## src/rtl/tt08_morse_pkg.sv

```systemverilog
// Shared Morse constants, decoder state enum, ROM response type, WPM/timebase math and the
// 7-segment font used by both the keyer and the decoder.
package tt08_morse_pkg;

    localparam int DAH_TH    = 32;   // sub-ticks: 2 dits
    localparam int CHAR_TH   = 32;   // sub-ticks: 2 dits
    localparam int WORD_TH   = 80;   // sub-ticks: 5 dits
    localparam int GLITCH_TH = 2;
    localparam int MARK_MAX  = 63;
    localparam int GAP_MAX   = 127;

    typedef enum logic [1:0] {
        S_IDLE,
        S_MARK,
        S_GAP_ELEM,
        S_GAP_WORD
    } dec_state_t;

    typedef struct packed {
        logic       hit;
        logic [7:0] ascii;
    } rom_rsp_t;

    function automatic int wpm_of(input logic [3:0] sel);
        return 5 + 2 * int'(sel);
    endfunction

    // Clocks per 1/16 dit: dit = 1.2 s / WPM, so 1.2/16 = 3/40.
    function automatic int subtick_clks(input int clk_hz, input logic [3:0] sel);
        int n;
        n = (3 * clk_hz) / (40 * wpm_of(sel));
        return (n < 1) ? 1 : n;
    endfunction

    // Active-high GFEDCBA; anything without a glyph shows blank.
    function automatic logic [6:0] seg_font(input logic [7:0] c);
        case (c)
            8'h30: return 7'h3F;  8'h31: return 7'h06;  8'h32: return 7'h5B;
            8'h33: return 7'h4F;  8'h34: return 7'h66;  8'h35: return 7'h6D;
            8'h36: return 7'h7D;  8'h37: return 7'h07;  8'h38: return 7'h7F;
            8'h39: return 7'h6F;
            8'h41: return 7'h77;  8'h42: return 7'h7C;  8'h43: return 7'h39;
            8'h44: return 7'h5E;  8'h45: return 7'h79;  8'h46: return 7'h71;
            8'h47: return 7'h3D;  8'h48: return 7'h76;  8'h49: return 7'h30;
            8'h4A: return 7'h1E;  8'h4B: return 7'h75;  8'h4C: return 7'h38;
            8'h4D: return 7'h37;  8'h4E: return 7'h54;  8'h4F: return 7'h3F;
            8'h50: return 7'h73;  8'h51: return 7'h67;  8'h52: return 7'h50;
            8'h53: return 7'h6D;  8'h54: return 7'h78;  8'h55: return 7'h3E;
            8'h56: return 7'h1C;  8'h57: return 7'h2A;  8'h58: return 7'h64;
            8'h59: return 7'h6E;  8'h5A: return 7'h5B;
            8'h3F: return 7'h53;  8'h2E: return 7'h08;  8'h2C: return 7'h0C;
            8'h2F: return 7'h52;  8'h3D: return 7'h48;
            default: return 7'h00;
        endcase
    endfunction

endpackage

```

## src/rtl/tt08_morse_char_rom.sv

```systemverilog
// Combinational Morse lookup: element count plus dit/dah pattern (first element in the MSB
// of the len-bit field, dah = 1) to ASCII.
module tt08_morse_char_rom
    import tt08_morse_pkg::*;
(
    input  logic [2:0] len,
    input  logic [5:0] bits,
    output rom_rsp_t   rsp
);

    always_comb begin
        rsp.hit   = 1'b1;
        rsp.ascii = 8'h00;
        case ({len, bits})
            {3'd2, 6'b000001}: rsp.ascii = 8'h41;  // A .-
            {3'd4, 6'b001000}: rsp.ascii = 8'h42;  // B -...
            {3'd4, 6'b001010}: rsp.ascii = 8'h43;  // C -.-.
            {3'd3, 6'b000100}: rsp.ascii = 8'h44;
            {3'd1, 6'b000000}: rsp.ascii = 8'h45;
            {3'd4, 6'b000010}: rsp.ascii = 8'h46;
            {3'd3, 6'b000110}: rsp.ascii = 8'h47;
            {3'd4, 6'b000000}: rsp.ascii = 8'h48;
            {3'd2, 6'b000000}: rsp.ascii = 8'h49;
            {3'd4, 6'b000111}: rsp.ascii = 8'h4A;
            {3'd3, 6'b000101}: rsp.ascii = 8'h4B;
            {3'd4, 6'b000100}: rsp.ascii = 8'h4C;
            {3'd2, 6'b000011}: rsp.ascii = 8'h4D;
            {3'd2, 6'b000010}: rsp.ascii = 8'h4E;
            {3'd3, 6'b000111}: rsp.ascii = 8'h4F;
            {3'd4, 6'b000110}: rsp.ascii = 8'h50;
            {3'd4, 6'b001101}: rsp.ascii = 8'h51;
            {3'd3, 6'b000010}: rsp.ascii = 8'h52;
            {3'd3, 6'b000000}: rsp.ascii = 8'h53;
            {3'd1, 6'b000001}: rsp.ascii = 8'h54;
            {3'd3, 6'b000001}: rsp.ascii = 8'h55;
            {3'd4, 6'b000001}: rsp.ascii = 8'h56;
            {3'd3, 6'b000011}: rsp.ascii = 8'h57;
            {3'd4, 6'b001001}: rsp.ascii = 8'h58;
            {3'd4, 6'b001011}: rsp.ascii = 8'h59;
            {3'd4, 6'b001100}: rsp.ascii = 8'h5A;
            {3'd5, 6'b011111}: rsp.ascii = 8'h30;
            {3'd5, 6'b001111}: rsp.ascii = 8'h31;
            {3'd5, 6'b000111}: rsp.ascii = 8'h32;
            {3'd5, 6'b000011}: rsp.ascii = 8'h33;
            {3'd5, 6'b000001}: rsp.ascii = 8'h34;
            {3'd5, 6'b000000}: rsp.ascii = 8'h35;
            {3'd5, 6'b010000}: rsp.ascii = 8'h36;
            {3'd5, 6'b011000}: rsp.ascii = 8'h37;
            {3'd5, 6'b011100}: rsp.ascii = 8'h38;
            {3'd5, 6'b011110}: rsp.ascii = 8'h39;
            {3'd5, 6'b010010}: rsp.ascii = 8'h2F;  // /
            {3'd5, 6'b010001}: rsp.ascii = 8'h3D;  // =
            {3'd6, 6'b010101}: rsp.ascii = 8'h2E;  // .
            {3'd6, 6'b110011}: rsp.ascii = 8'h2C;  // ,
            {3'd6, 6'b001100}: rsp.ascii = 8'h3F;  // ?
            default:           rsp.hit   = 1'b0;
        endcase
    end

endmodule

```

## src/rtl/tt08_morse_decoder.sv

```systemverilog
// Morse receiver: synchronizes and glitch-filters the keyed input, times marks and gaps in
// 1/16-dit sub-ticks, and emits decoded ASCII with a strobe and a 7-segment glyph.
module tt08_morse_decoder
    import tt08_morse_pkg::*;
#(
    parameter int CLK_HZ   = 10_000_000,
    parameter int MAX_ELEM = 6
) (
    input  logic       clk_i,
    input  logic       rst_i,
    input  logic       morse_i,
    input  logic [3:0] wpm_sel_i,
    output logic [7:0] char_o,
    output logic       char_valid_o,
    output logic       err_o,
    output logic       mark_o,
    output logic [7:0] seven_segment_o
);

    localparam int ELEM_CAP = (MAX_ELEM > 6) ? 6 : MAX_ELEM;
    // Slowest speed (sel = 0) needs the widest prescaler.
    localparam int PRE_W    = $clog2(subtick_clks(CLK_HZ, 4'd0) + 1);

    logic [1:0]       sync_pipe;
    logic             m_s;
    logic [PRE_W-1:0] sub_lut [16];
    logic [PRE_W-1:0] pre_cnt;
    logic             tick;
    logic [5:0]       mark_cnt;
    logic [6:0]       gap_cnt;
    logic             mark_q;
    logic             qual, mark_end, elem_dah;
    logic [2:0]       len_q;
    logic [5:0]       bits_q;
    logic             ovf_q;
    dec_state_t       state_q, state_d;
    logic             emit, emit_err, char_done;
    logic [7:0]       emit_char;
    rom_rsp_t         rom_rsp;
    logic [7:0]       char_q;
    logic [6:0]       seg_q;
    logic             valid_q, err_q;

    for (genvar gi = 0; gi < 16; gi++) begin : g_lut
        assign sub_lut[gi] = PRE_W'(subtick_clks(CLK_HZ, 4'(gi)) - 1);
    end

    assign m_s      = sync_pipe[1];
    assign tick     = (pre_cnt == '0);
    assign qual     = m_s && !mark_q && tick && (mark_cnt >= 6'(GLITCH_TH - 1));
    assign mark_end = mark_q && !m_s;
    assign elem_dah = (mark_cnt >= 6'(DAH_TH));

    always_ff @(posedge clk_i) begin
        if (rst_i) begin
            sync_pipe <= '0;
            pre_cnt   <= '0;
            mark_cnt  <= '0;
            gap_cnt   <= '0;
            mark_q    <= 1'b0;
        end else begin
            sync_pipe <= {sync_pipe[0], morse_i};
            pre_cnt   <= tick ? sub_lut[wpm_sel_i] : pre_cnt - 1'b1;
            if (!m_s)
                mark_cnt <= '0;
            else if (tick && mark_cnt != 6'(MARK_MAX))
                mark_cnt <= mark_cnt + 6'd1;
            // Unqualified marks leave the gap count running.
            if (qual)
                gap_cnt <= '0;
            else if (!mark_q && tick && gap_cnt != 7'(GAP_MAX))
                gap_cnt <= gap_cnt + 7'd1;
            if (qual)
                mark_q <= 1'b1;
            else if (mark_end)
                mark_q <= 1'b0;
        end
    end

    tt08_morse_char_rom u_rom (
        .len  (len_q),
        .bits (bits_q),
        .rsp  (rom_rsp)
    );

    always_ff @(posedge clk_i) begin
        if (rst_i) state_q <= S_IDLE;
        else       state_q <= state_d;
    end

    always_comb begin
        state_d   = state_q;
        emit      = 1'b0;
        emit_err  = 1'b0;
        emit_char = 8'h00;
        char_done = 1'b0;
        case (state_q)
            S_IDLE: if (qual) state_d = S_MARK;
            S_MARK: if (mark_end) state_d = S_GAP_ELEM;
            S_GAP_ELEM: begin
                if (qual) begin
                    state_d = S_MARK;
                end else if (gap_cnt >= 7'(CHAR_TH)) begin
                    state_d   = S_GAP_WORD;
                    emit      = 1'b1;
                    char_done = 1'b1;
                    if (rom_rsp.hit && !ovf_q) begin
                        emit_char = rom_rsp.ascii;
                    end else begin
                        emit_char = 8'h3F;
                        emit_err  = 1'b1;
                    end
                end
            end
            S_GAP_WORD: begin
                if (qual) begin
                    state_d = S_MARK;
                end else if (gap_cnt >= 7'(WORD_TH)) begin
                    state_d   = S_IDLE;
                    emit      = 1'b1;
                    emit_char = 8'h20;
                end
            end
            default: state_d = S_IDLE;
        endcase
    end

    // Element buffer: first element ends up in the MSB of the len-bit field.
    always_ff @(posedge clk_i) begin
        if (rst_i || char_done) begin
            len_q  <= '0;
            bits_q <= '0;
            ovf_q  <= 1'b0;
        end else if (mark_end) begin
            if (len_q == 3'(ELEM_CAP)) begin
                ovf_q <= 1'b1;
            end else begin
                bits_q <= {bits_q[4:0], elem_dah};
                len_q  <= len_q + 3'd1;
            end
        end
    end

    always_ff @(posedge clk_i) begin
        if (rst_i) begin
            char_q  <= '0;
            seg_q   <= '0;
            valid_q <= 1'b0;
            err_q   <= 1'b0;
        end else begin
            valid_q <= emit;
            err_q   <= emit && emit_err;
            if (emit) begin
                char_q <= emit_char;
                seg_q  <= seg_font(emit_char);
            end
        end
    end

    assign char_o          = char_q;
    assign char_valid_o    = valid_q;
    assign err_o           = err_q;
    assign mark_o          = mark_q;
    assign seven_segment_o = {mark_q, seg_q};

endmodule

```

## config.mk

```make
export PLATFORM = sky130hd
export DESIGN_NAME = tt08_morse_decoder
export DESIGN_NICKNAME = d
export VERILOG_FILES = /design/src/rtl/tt08_morse_pkg.sv /design/src/rtl/tt08_morse_char_rom.sv /design/src/rtl/tt08_morse_decoder.sv
export SDC_FILE = /design/constraint.sdc
export NUM_CORES = 1
export LEC_CHECK = 0
export CELL_PAD_IN_SITES_DETAIL_PLACEMENT = 2
export CELL_PAD_IN_SITES_GLOBAL_PLACEMENT = 2
export CORE_MARGIN = 5
export CORE_UTILIZATION = 33
export DETAILED_ROUTE_END_ITERATION = 16
export GPL_TIMING_DRIVEN = 0
export PLACE_DENSITY_LB_ADDON = 0.1
export SLEW_MARGIN = 20
export SYNTH_ARGS = -nofsm -noshare
export SYNTH_HDL_FRONTEND = slang
export SYNTH_SLANG_ARGS = --single-unit
```

## constraint.sdc

```tcl
create_clock -name clk_i -period 3.8 [get_ports clk_i]
set_input_delay 0.76 -clock clk_i [delete_from_list [all_inputs] [get_ports clk_i]]
set_output_delay 0.76 -clock clk_i [all_outputs]
set_load 0.005 [all_outputs]
```

==> flow_summary_export.csv <==
group,metric,value,unit
cells_and_area,final_layout_size_suffix_gt1_share,17.7,%
global_route,grt_pass1_vias,5609,
cells_and_area,fin_util,42.1,%
sta,final.setup_skew,10.1,ps
routing,wl_per_cell,22.1,um
placed_design,post-dp-hpwl,14200,um
sta,hold_viol_final,0,
worst_setup_path,path_buf_inv,4,
logic_synthesis,yosysSeqAreaShare,25.3,%
sta,worst_slack,23.7,ps
sta,max_freq,265,MHz
routing,drc,0,
die,die_w,132,um
sta,slew_headroom,53.2,%
placed_design,dp_worst_setup_slack,-1180,ps
placed_design,port_buffers,23,
logic_synthesis,syn_inst,643,
clock_network,tritoncts,"built",
clock_network,hold_buffers,0,
clock_network,cts_made_buffers,9,
logic_synthesis,synth_edf_count,0,
worst_setup_path,crit_path_start_kind,"flop",
logic_synthesis,ys_ff_latch,62,
routing,vias,5306,
worst_setup_path,worstSetupStartpoint,"pre_cnt[12]",
logic_synthesis,synthTopCellsByCount,"nor2_1, dfxtp_1, nand2_1, a21oi_1, clkbuf_1",
worst_setup_path,path_max_fanout,10,
routing,routed_wl,19500,um
worst_setup_path,regToRegStartpoint,"pre_cnt[12]",
cells_and_area,synthToLayoutAreaGrowth,24.7,%
logic_synthesis,synth_fp_nets,673,
global_route,grt_use_met2,36.0,%
min_path,hold_path_class,"reg2reg",
sta,rsz0062_at_grt,"true",
die,pin_count,26,
worst_setup_path,cpMostUsedCell,"buf_6",
die,die_y,132,um
clock_network,clk_path_buf_depth,2,
routing,ant_nets,0,
global_route,grt_max_degree,11,
worst_setup_path,reg2reg_slack,20,ps
worst_setup_path,cp-end-kind,"flop",
status,outcome,"finished clean",
worst_setup_path,reg2reg_depth,15,
worst_setup_path,worstPathRequired,4010,ps
logic_synthesis,netlist.area_leader.share,25.3,%
worst_setup_path,slowest_delay,530,ps
global_route,grt_overflow,0,
logic_synthesis,yosys.area.top_type,"dfxtp_1",
placed_design,place_inst,850,
worst_setup_path,reg2reg_to,"seg_q[4]",
die,std_cell_rows,44,
cells_and_area,n_antenna_cell,0,
clock_network,cts_root_buf,"clkbuf_16",
clock_network,cts-htree-levels,3,
logic_synthesis,synth_flop_cell,"dfxtp_1",
sta,post-route-period-util,99.4,%
logic_synthesis,syn-cell-area,4910,um^2
logic_synthesis,avgSynthCellArea,7.63,um^2
routing,first_iter_violations,304,
global_route,grtUsageMet1,28.8,%
min_path,holdPathStages,1,
sta,tightestPinTransition,702,ps
cells_and_area,final_nets,726,
die,core,14500,um^2
die,dieArea,17400,um^2
worst_setup_path,crit_path_cell_trace,"or4_4, or3_4, or4_4, buf_6, and2_4, buf_6, buf_6, o21ai_4, inv_4, ha_4, or3_4, a21oi_2, o21ai_1, a21oi_1, o21ai_1",
flow_run,maxCapViolations,0,
global_route,use_met3,3.13,%
clock_network,clk_pin_slew,60,ps
min_path,holdPathEnd,"sync_pipe[1]",
sta,report.final.slew_viol_count,0,
sta,setup_tns,0,ps
sta,finalCriticalPeriod,3780,ps
routing,first_pass_iters,4,
cells_and_area,layout.cells.non_filler,884,
logic_synthesis,yosys.cell_count.top_type,"nor2_1",
clock_network,clk_latency,340,ps
sta,whs,463,ps
logic_synthesis,ys_async_sr_fraction,0,%
die,initial_core_util,33.8,%
global_route,grt_pass1_wl,31100,um
worst_setup_path,cp_top_family,"simple AND/OR/NAND/NOR gates",
worst_setup_path,worstSetupPathType,"reg2reg",
logic_synthesis,ys_warn_count,0,
routing,viasPerCell,6.00,
global_route,grt_use_total,21.6,%
logic_synthesis,ys_types,84,
power_and_ir_drop,peakVddDrop,0.272,mV
logic_synthesis,synth.top_cells.by_area,"dfxtp_1, nor2_1, ha_1",
min_path,worstHoldStart,"sync_pipe[0]",
placed_design,gp_congestion,0.907,
clock_network,cts.sinks,62,
global_route,antenna_found_initial,0,
worst_setup_path,cp_slowest_cell,"or4_4",
sta,setup_violations,0,
global_route,grt-busiest-layer,"met2",
power_and_ir_drop,power.density,361,nW/um^2
power_and_ir_drop,power.leakage,2.18,nW
worst_setup_path,crit_arrival,3990,ps
==> logic make-up after synthesis <==
kind of cell	share of synthesized area, %
AO/OA/AOI/OAI	25.8
XOR/XNOR	4.82
adder cells (fa/ha/maj)	5.86
buffers and inverters	5.48
flip-flops	25.3
multiplexers	3.11
other	0.0764
AND/OR/NAND/NOR	29.6
==> layout by cell type (no fill, tap or decap), types with 20 or more instances in the layout <==
cell type        instances
a21oi_1                 35
buf_4                   22
clkbuf_1                20
a211oi_1                20
nand2_1                 47
nor3_1                  20
nor2_1                  75
dfxtp_1                 58
clkdlybuf4s50_1         23
o21ai_0                 23
==> power by group <==
group          switching [mW]  leakage [nW]  internal (mW)  total [mW]
combinational           0.375          1.55          0.288       0.664
clock                   0.292         0.123          0.436       0.728
sequential             0.0791         0.505          0.735       0.814
total                   0.747          2.18           1.46        2.21
==> flip-flops by register name, summed over array words and instances (netlist names) <==
name,count
len_q,3
bits_q,6
gap_cnt,7
state_q,2
err_o,1
mark_cnt,6
pre_cnt,18
char_o,7
char_valid_o,1
seg_q,7
mark_o,1
ovf_q,1
sync_pipe,2
==> repair_timing <==
action / CTS / global route
pin swaps: 7 / 13
hold endpoints to repair: 0 / 0
setup buffers: 13 / 8
endpoints found under the setup margin: 7 / 7
resized for setup: 48 / 48
==> metal layers <==
layer	vias up	share of wire [%]
met2	100	48
met5	-	0
met4	0	2.3
li1	2501	-
met3	36	2.8
met1	2669	47
==> layout make-up <==
class	count	area (um^2)
inverter	19	73.8
multi-input combinational	518	3690
clock buffer	13	240
fill	1649	8420
buffer	42	235
clock inverter	2	10.0
timing repair buffer	44	395
sequential	62	1250
tap	184	230
==> stage by stage <==
stage | instance area, um^2 | total power [mW]
floorplan | 4910 | 1.28
global placement | 5370 | 1.42
detailed placement | 5370 | 1.46
CTS | 5880 | 2.21
global route | 6120 | 2.35
finish | 6120 | 2.21
==> how the worst max path moves through the flow <==
stage / endpoint / slack, ps / cells past startpoint
2_1_floorplan: seg_q[4] / 40 / 15
3_3_place_gp: seg_q[4] / -1200 / 15
3_5_place_dp: seg_q[4] / -1180 / 15
4_1_cts: seg_q[6] / -40 / 14
5_1_grt: seg_q[0] / -100 / 12
6_report: seg_q[4] / 20 / 15
Note: power is estimated with default switching activity, not from simulation.
